--- src/rtl/mult_pkg.sv ---
// rtl/mult_pkg.sv - shared encodings, defaults and helpers for the shift-and-add multiplier
package mult_pkg;

    localparam int DEF_N  = 8;
    localparam int DEF_CW = 4;

    // 2'b11 is never entered; it behaves like IDLE so a corrupted state recovers.
    typedef enum logic [1:0] {
        S_IDLE = 2'b00,
        S_CALC = 2'b01,
        S_DONE = 2'b10,
        S_RSVD = 2'b11
    } state_t;

    // One iteration per multiplier bit.
    function automatic int cnt_reload(input int n);
        return n;
    endfunction

endpackage

--- src/rtl/mult_prims.sv ---
// rtl/mult_prims.sv - sync-reset enabled register and 2x1 mux primitives
module sync_reg #(
    parameter int W = 1
) (
    input  logic         clk_i,
    input  logic         rst_i,
    input  logic         en_i,
    input  logic [W-1:0] d_i,
    output logic [W-1:0] q_o
);

    always_ff @(posedge clk_i) begin
        if (rst_i) begin
            q_o <= '0;
        end else if (en_i) begin
            q_o <= d_i;
        end
    end

endmodule

module mux2 #(
    parameter int W = 1
) (
    input  logic         sel_i,
    input  logic [W-1:0] in0_i,
    input  logic [W-1:0] in1_i,
    output logic [W-1:0] out_o
);

    assign out_o = sel_i ? in1_i : in0_i;

endmodule

--- src/rtl/shift_add_dp.sv ---
// rtl/shift_add_dp.sv - multiplicand register, {acc, q} shift register and (N+1)-bit adder
import mult_pkg::*;

module shift_add_dp #(
    parameter int N = DEF_N
) (
    input  logic           clk_i,
    input  logic           clear_i,
    input  logic           load_i,
    input  logic           step_i,
    input  logic [N-1:0]   a_i,
    input  logic [N-1:0]   b_i,
    output logic [2*N-1:0] product_o
);

    logic [N-1:0] mcand_q;
    logic [N-1:0] acc_q;
    logic [N-1:0] q_q;
    logic [N-1:0] acc_d;
    logic [N-1:0] q_d;
    logic [N-1:0] addend;
    logic [N:0]   sum;
    logic         shift_en;

    assign shift_en = load_i | step_i;

    sync_reg #(.W(N)) u_mcand (
        .clk_i (clk_i),
        .rst_i (clear_i),
        .en_i  (load_i),
        .d_i   (a_i),
        .q_o   (mcand_q)
    );

    mux2 #(.W(N)) u_addend (
        .sel_i (q_q[0]),
        .in0_i ({N{1'b0}}),
        .in1_i (mcand_q),
        .out_o (addend)
    );

    // The carry lives in sum[N]; shifting it into acc[N-1] means no separate carry flop is needed.
    assign sum = {1'b0, acc_q} + {1'b0, addend};

    mux2 #(.W(N)) u_acc_sel (
        .sel_i (load_i),
        .in0_i (sum[N:1]),
        .in1_i ({N{1'b0}}),
        .out_o (acc_d)
    );

    mux2 #(.W(N)) u_q_sel (
        .sel_i (load_i),
        .in0_i ({sum[0], q_q[N-1:1]}),
        .in1_i (b_i),
        .out_o (q_d)
    );

    sync_reg #(.W(N)) u_acc (
        .clk_i (clk_i),
        .rst_i (clear_i),
        .en_i  (shift_en),
        .d_i   (acc_d),
        .q_o   (acc_q)
    );

    sync_reg #(.W(N)) u_q (
        .clk_i (clk_i),
        .rst_i (clear_i),
        .en_i  (shift_en),
        .d_i   (q_d),
        .q_o   (q_q)
    );

    assign product_o = {acc_q, q_q};

endmodule

--- src/rtl/shift_add_mult.sv ---
// rtl/shift_add_mult.sv - start/done sequential unsigned multiplier: FSM, counter and datapath
import mult_pkg::*;

module shift_add_mult #(
    parameter int N  = DEF_N,
    parameter int CW = DEF_CW
) (
    input  logic           clk,
    input  logic           rst,
    input  logic           start,
    input  logic [N-1:0]   a,
    input  logic [N-1:0]   b,
    output logic           busy,
    output logic           done,
    output logic [2*N-1:0] product
);

    state_t        state_q;
    logic [CW-1:0] cnt_q;
    logic [CW-1:0] cnt_d;
    logic          busy_q;
    logic          done_q;
    logic          idle;
    logic          dp_load;
    logic          dp_step;

    assign cnt_d   = cnt_q - CW'(1);
    assign idle    = (state_q != S_CALC) && (state_q != S_DONE);
    assign dp_load = idle && start;
    assign dp_step = (state_q == S_CALC);

    always_ff @(posedge clk) begin
        if (rst) begin
            state_q <= S_IDLE;
            cnt_q   <= '0;
            busy_q  <= 1'b0;
            done_q  <= 1'b0;
        end else begin
            case (state_q)
                S_CALC: begin
                    cnt_q <= cnt_d;
                    if (cnt_q == CW'(1)) begin
                        state_q <= S_DONE;
                        done_q  <= 1'b1;
                    end
                end
                S_DONE: begin
                    state_q <= S_IDLE;
                    busy_q  <= 1'b0;
                    done_q  <= 1'b0;
                end
                default: begin
                    if (start) begin
                        state_q <= S_CALC;
                        cnt_q   <= CW'(cnt_reload(N));
                        busy_q  <= 1'b1;
                        done_q  <= 1'b0;
                    end
                end
            endcase
        end
    end

    // rst doubles as the datapath clear so an aborted product reads zero next cycle.
    shift_add_dp #(.N(N)) u_dp (
        .clk_i     (clk),
        .clear_i   (rst),
        .load_i    (dp_load),
        .step_i    (dp_step),
        .a_i       (a),
        .b_i       (b),
        .product_o (product)
    );

    assign busy = busy_q;
    assign done = done_q;

endmodule

--- config.mk ---
export PLATFORM = sky130hd
export DESIGN_NAME = shift_add_mult
export DESIGN_NICKNAME = d
export VERILOG_FILES = /design/src/rtl/mult_pkg.sv /design/src/rtl/mult_prims.sv /design/src/rtl/shift_add_dp.sv /design/src/rtl/shift_add_mult.sv
export SDC_FILE = /design/constraint.sdc
export NUM_CORES = 1
export LEC_CHECK = 0
export CAP_MARGIN = 25
export CORE_ASPECT_RATIO = 1.5
export CORE_MARGIN = 2
export CORE_UTILIZATION = 25
export CTS_BUF_LIST = sky130_fd_sc_hd__clkbuf_16
export DETAILED_ROUTE_END_ITERATION = 16
export PLACE_DENSITY_LB_ADDON = 0.25
export SYNTH_ARGS = -nofsm -noshare
export SYNTH_HDL_FRONTEND = slang
export SYNTH_HIERARCHICAL = 1
export SYNTH_SLANG_ARGS = --single-unit
--- constraint.sdc ---
create_clock -name clk -period 2.69 [get_ports clk]
set_input_delay 0.269 -clock clk [delete_from_list [all_inputs] [get_ports clk]]
set_output_delay 0.269 -clock clk [all_outputs]
set_load 0.03 [all_outputs]
==> results.py <==
metrics = {
    "outcome": {
        "outcome": "finished, final reports clean",
    },
    "synth": {
        "post-synth-top-area-cell": "sky130_fd_sc_hd__dfxtp_1",
        "post_synthesis_xor_xnor_area_fraction": 0.0176,
        "synthCells": 192,
        "avgSynthCellArea_um2": 10.4,
        "synth_sequential_area_ratio": 0.312,
        "ys_top_cells_by_area": "sky130_fd_sc_hd__dfxtp_1, sky130_fd_sc_hd__mux2_4, sky130_fd_sc_hd__mux2i_1",
        "post_synth_fa_ha_maj_area_fraction": 0.0856,
        "synth_largest_type_area_fraction": 0.312,
        "post_synth_num_cell_types": 38,
        "yosys-mux-area-fraction": 0.312,
        "ys_ff_latch": 31,
        "synth-compound-area-share": 0.0919,
        "main_combinational_cell_family_by_area_after_synthesis": "multiplexers",
        "synth.cell_area_mm2": 0.00199,
        "yosys_warnings": 6,
        "synth_simple_gate_area_frac": 0.122,
    },
    "clock_network": {
        "cts_max_path_buffers": 2,
        "maximum_level_of_the_cts_h_tree": 2,
        "cts_tree": "done",
        "path_clk_slew_ns": 0.05,
        "clk-insertion-delay-late_ns": 0.27,
        "post-cts-setup-buffer-count": 0,
        "tritoncts.num_buffers": 5,
        "numClockSinks": 31,
        "cts-root-buf": "sky130_fd_sc_hd__clkbuf_16",
    },
    "placed_design": {
        "post-place-ws_ns": 0.151,
        "dpl.hpwl_mm": 3.26,
        "final_weighted_congestion_of_routability_driven_global_placement": 0.698,
        "buffer_ports.inserted": 36,
    },
    "floorplanning": {
        "design.die.area_mm2": 0.00870,
        "die_width_um": 76.8,
        "floorplan.core_area_mm2": 0.00766,
        "dieHeight_um": 113,
        "floorplan.io_pins": 37,
        "floorplan.initialDensity": 0.260,
        "placement_rows": 39,
    },
    "global_routing": {
        "total_congestion_overflow": 0,
        "grt_antenna_before_repair": 0,
        "grt.total_usage": 0.109,
        "largest_net_degree_at_the_start_of_global_routing": 20,
        "grt_pass1_vias": 1565,
        "global_route_wire_length_before_repair_mm": 7.51,
    },
    "power_and_ir_drop": {
        "p_seq_frac": 0.309,
        "vdd_drop_max_uv": 225,
        "p_total_uw": 1900,
        "power_frac_comb": 0.420,
        "swShare": 0.329,
        "powerDensity_mw_per_mm2": 727,
        "cellInternalPower_uw": 1280,
        "switching_power_uw": 627,
        "leakage_uw": 0.00117,
        "clockPowerShare": 0.272,
    },
    "layout": {
        "layout_commonest_cell": "sky130_fd_sc_hd__clkdlybuf4s50_1",
        "antenna_cells_inserted": 0,
        "syn2layout_area_growth_pct": 31.7,
        "layout-drive-gt1-share": 0.176,
        "mostFrequentLayoutCells": "sky130_fd_sc_hd__clkdlybuf4s50_1, sky130_fd_sc_hd__dfxtp_1, sky130_fd_sc_hd__nor2_1",
        "fin_nets": 277,
        "filler_cell_count": 807,
        "layout.core_utilization": 0.342,
    },
    "timing": {
        "worst-slew-pin-transition_ns": 0.791,
        "max_freq_ghz": 0.405,
        "timing.max_slew.rel_slack": 0.471,
        "period_share": 0.918,
        "finalWorstSetupSlack_ns": 0.221,
        "setup_viol_count_final": 0,
        "clock-skew-final_ns": 0.00493,
        "final_max_slew_viol_count": 0,
        "final.min_clock_period_ns": 2.47,
        "fin_setup_tns_ns": 0,
        "hold_viol": 0,
        "rsz0062_at_grt": "false",
    },
    "detailed_routing": {
        "wl_mm": 4.42,
        "num_vias": 1492,
        "drtAntennaViolNets": 0,
        "post_drt_via_cell_ratio": 4.30,
        "routed_wire_length_per_instance_um": 12.7,
        "drt_iter0_drc": 40,
        "detail_route.first_pass.iterations": 4,
        "route.detailed.drc": 0,
    },
    "min_path": {
        "worstHoldPathType": "reg2reg",
    },
    "worst_setup_path": {
        "start_kind": "flip-flop",
        "timing_worst_setup_path_type": "reg2reg",
        "critPathMaxFanout": 9,
        "worst_ep_required_time_ns": 2.84,
        "cp.arrival_ns": 2.62,
        "setup.worst_path.end_class": "flip-flop",
    },
    "job": {
        "drv_cap": 0,
    },
}
## metal layers
metal	global-route usage	up-vias	part of all wire
met4	0.0436	0	0.012
met3	0.0271	2	0.027
met2	0.205	18	0.58
met5	0	-	0
met1	0.114	708	0.38
li1	-	764	-
## power by group through the flow
stage | registers (µW) | clock network [µW] | logic [µW]
CTS | 589 | 539 | 809
finish | 587 | 517 | 799
floorplan | 666 | 0 | 539
global route | 598 | 563 | 877
global placement | 598 | 0 | 793
detailed placement | 598 | 0 | 802
## final timing paths
| kind | start | to | slack [ns] | cells past startpoint |
|---|---|---|---|---|
| max | u_dp/u_q/q_o[0] | u_dp/u_acc/q_o[7] | 0.22 | 10 |
| max reg2reg | u_dp/u_q/q_o[0] | u_dp/u_acc/q_o[7] | 0.22 | 10 |
| min reg2reg | cnt_q[3] | cnt_q[3] | 0.49 | 2 |
| min | cnt_q[3] | cnt_q[3] | 0.49 | 2 |
## Yosys cell counts
cell                         n
sky130_fd_sc_hd__buf_1       3
sky130_fd_sc_hd__buf_6       6
sky130_fd_sc_hd__conb_1      1
sky130_fd_sc_hd__o21ba_1     1
sky130_fd_sc_hd__a21o_1      2
sky130_fd_sc_hd__and4bb_4    1
sky130_fd_sc_hd__o21bai_2    1
sky130_fd_sc_hd__nor3_1      2
sky130_fd_sc_hd__mux2_4     24
sky130_fd_sc_hd__inv_2       2
sky130_fd_sc_hd__o41ai_1     1
sky130_fd_sc_hd__a21oi_1     9
sky130_fd_sc_hd__dfxtp_1    31
sky130_fd_sc_hd__o21ba_2     1
sky130_fd_sc_hd__ha_1       12
sky130_fd_sc_hd__a221oi_2    1
sky130_fd_sc_hd__o21ai_1     2
sky130_fd_sc_hd__and2_1      1
sky130_fd_sc_hd__a221oi_1    1
sky130_fd_sc_hd__nand2_1     4
sky130_fd_sc_hd__o21bai_1    1
sky130_fd_sc_hd__nor2_1     29
sky130_fd_sc_hd__a311o_1     2
sky130_fd_sc_hd__a2111oi_0   1
sky130_fd_sc_hd__nand3_1     2
sky130_fd_sc_hd__nor3_2      1
sky130_fd_sc_hd__a211oi_1    1
sky130_fd_sc_hd__nor4_1      1
sky130_fd_sc_hd__xor2_1      2
sky130_fd_sc_hd__xnor2_1     2
sky130_fd_sc_hd__o21ai_0     1
sky130_fd_sc_hd__nand2b_1    1
sky130_fd_sc_hd__inv_1       7
sky130_fd_sc_hd__nor3b_1     3
sky130_fd_sc_hd__nor2b_1     4
sky130_fd_sc_hd__or2_2       1
sky130_fd_sc_hd__mux2i_1    26
sky130_fd_sc_hd__fa_1        1
## layout make-up
cell class | count | area, µm² | share of cell area
flip-flops and latches | 31 | 622 | 0.237
inverters | 9 | 33.8 | 0.0129
repair buffers | 40 | 390 | 0.149
clock inverters | 2 | 8.76 | 0.00334
well taps | 102 | 128 | 0.0487
multi-input cells | 158 | 1310 | 0.501
clock buffers | 5 | 125 | 0.0478
## logic make-up after synthesis
logic type / count (synthesis)
mux: 50
simple gates: 50
flops: 31
compound gates: 25
buf+inv: 18
fa+ha+maj: 13
xor+xnor: 4
other cells: 1
## registers in the layout, indices dropped and copies added, names as in the netlist
register	flops
u_dp/u_acc/q_o	8
u_dp/u_mcand/q_o	8
u_dp/u_q/q_o	8
cnt_q	4
state_q	2
busy	1
## worst max-delay path, cell delays in order (launching register included)
cell	delay, ns
sky130_fd_sc_hd__dfxtp_2	0.39
sky130_fd_sc_hd__mux2_4	0.31
sky130_fd_sc_hd__ha_1	0.21
sky130_fd_sc_hd__fa_1	0.40
sky130_fd_sc_hd__a21oi_1	0.23
sky130_fd_sc_hd__nor2_1	0.06
sky130_fd_sc_hd__nor2_1	0.15
sky130_fd_sc_hd__o21ai_0	0.12
sky130_fd_sc_hd__mux2_4	0.27
sky130_fd_sc_hd__mux2i_1	0.14
sky130_fd_sc_hd__nor2_1	0.06
## metrics by stage
stage	cells	hold slack (ns)	cell area (µm²)
after floorplan	207	0.335	2040
after global placement	340	0.476	2480
after detailed placement	340	0.487	2480
after CTS	347	0.496	2620
after global routing	347	0.518	2620
final	347	0.491	2620
## timing repair
| item | 4_1_cts | 5_1_grt |
|---|---|---|
| endpoints found under the setup margin | 0 | 1 |
| hold buffers | 0 | 0 |
| gates resized for setup | 0 | 1 |
Power figures use the tool's default switching activity.
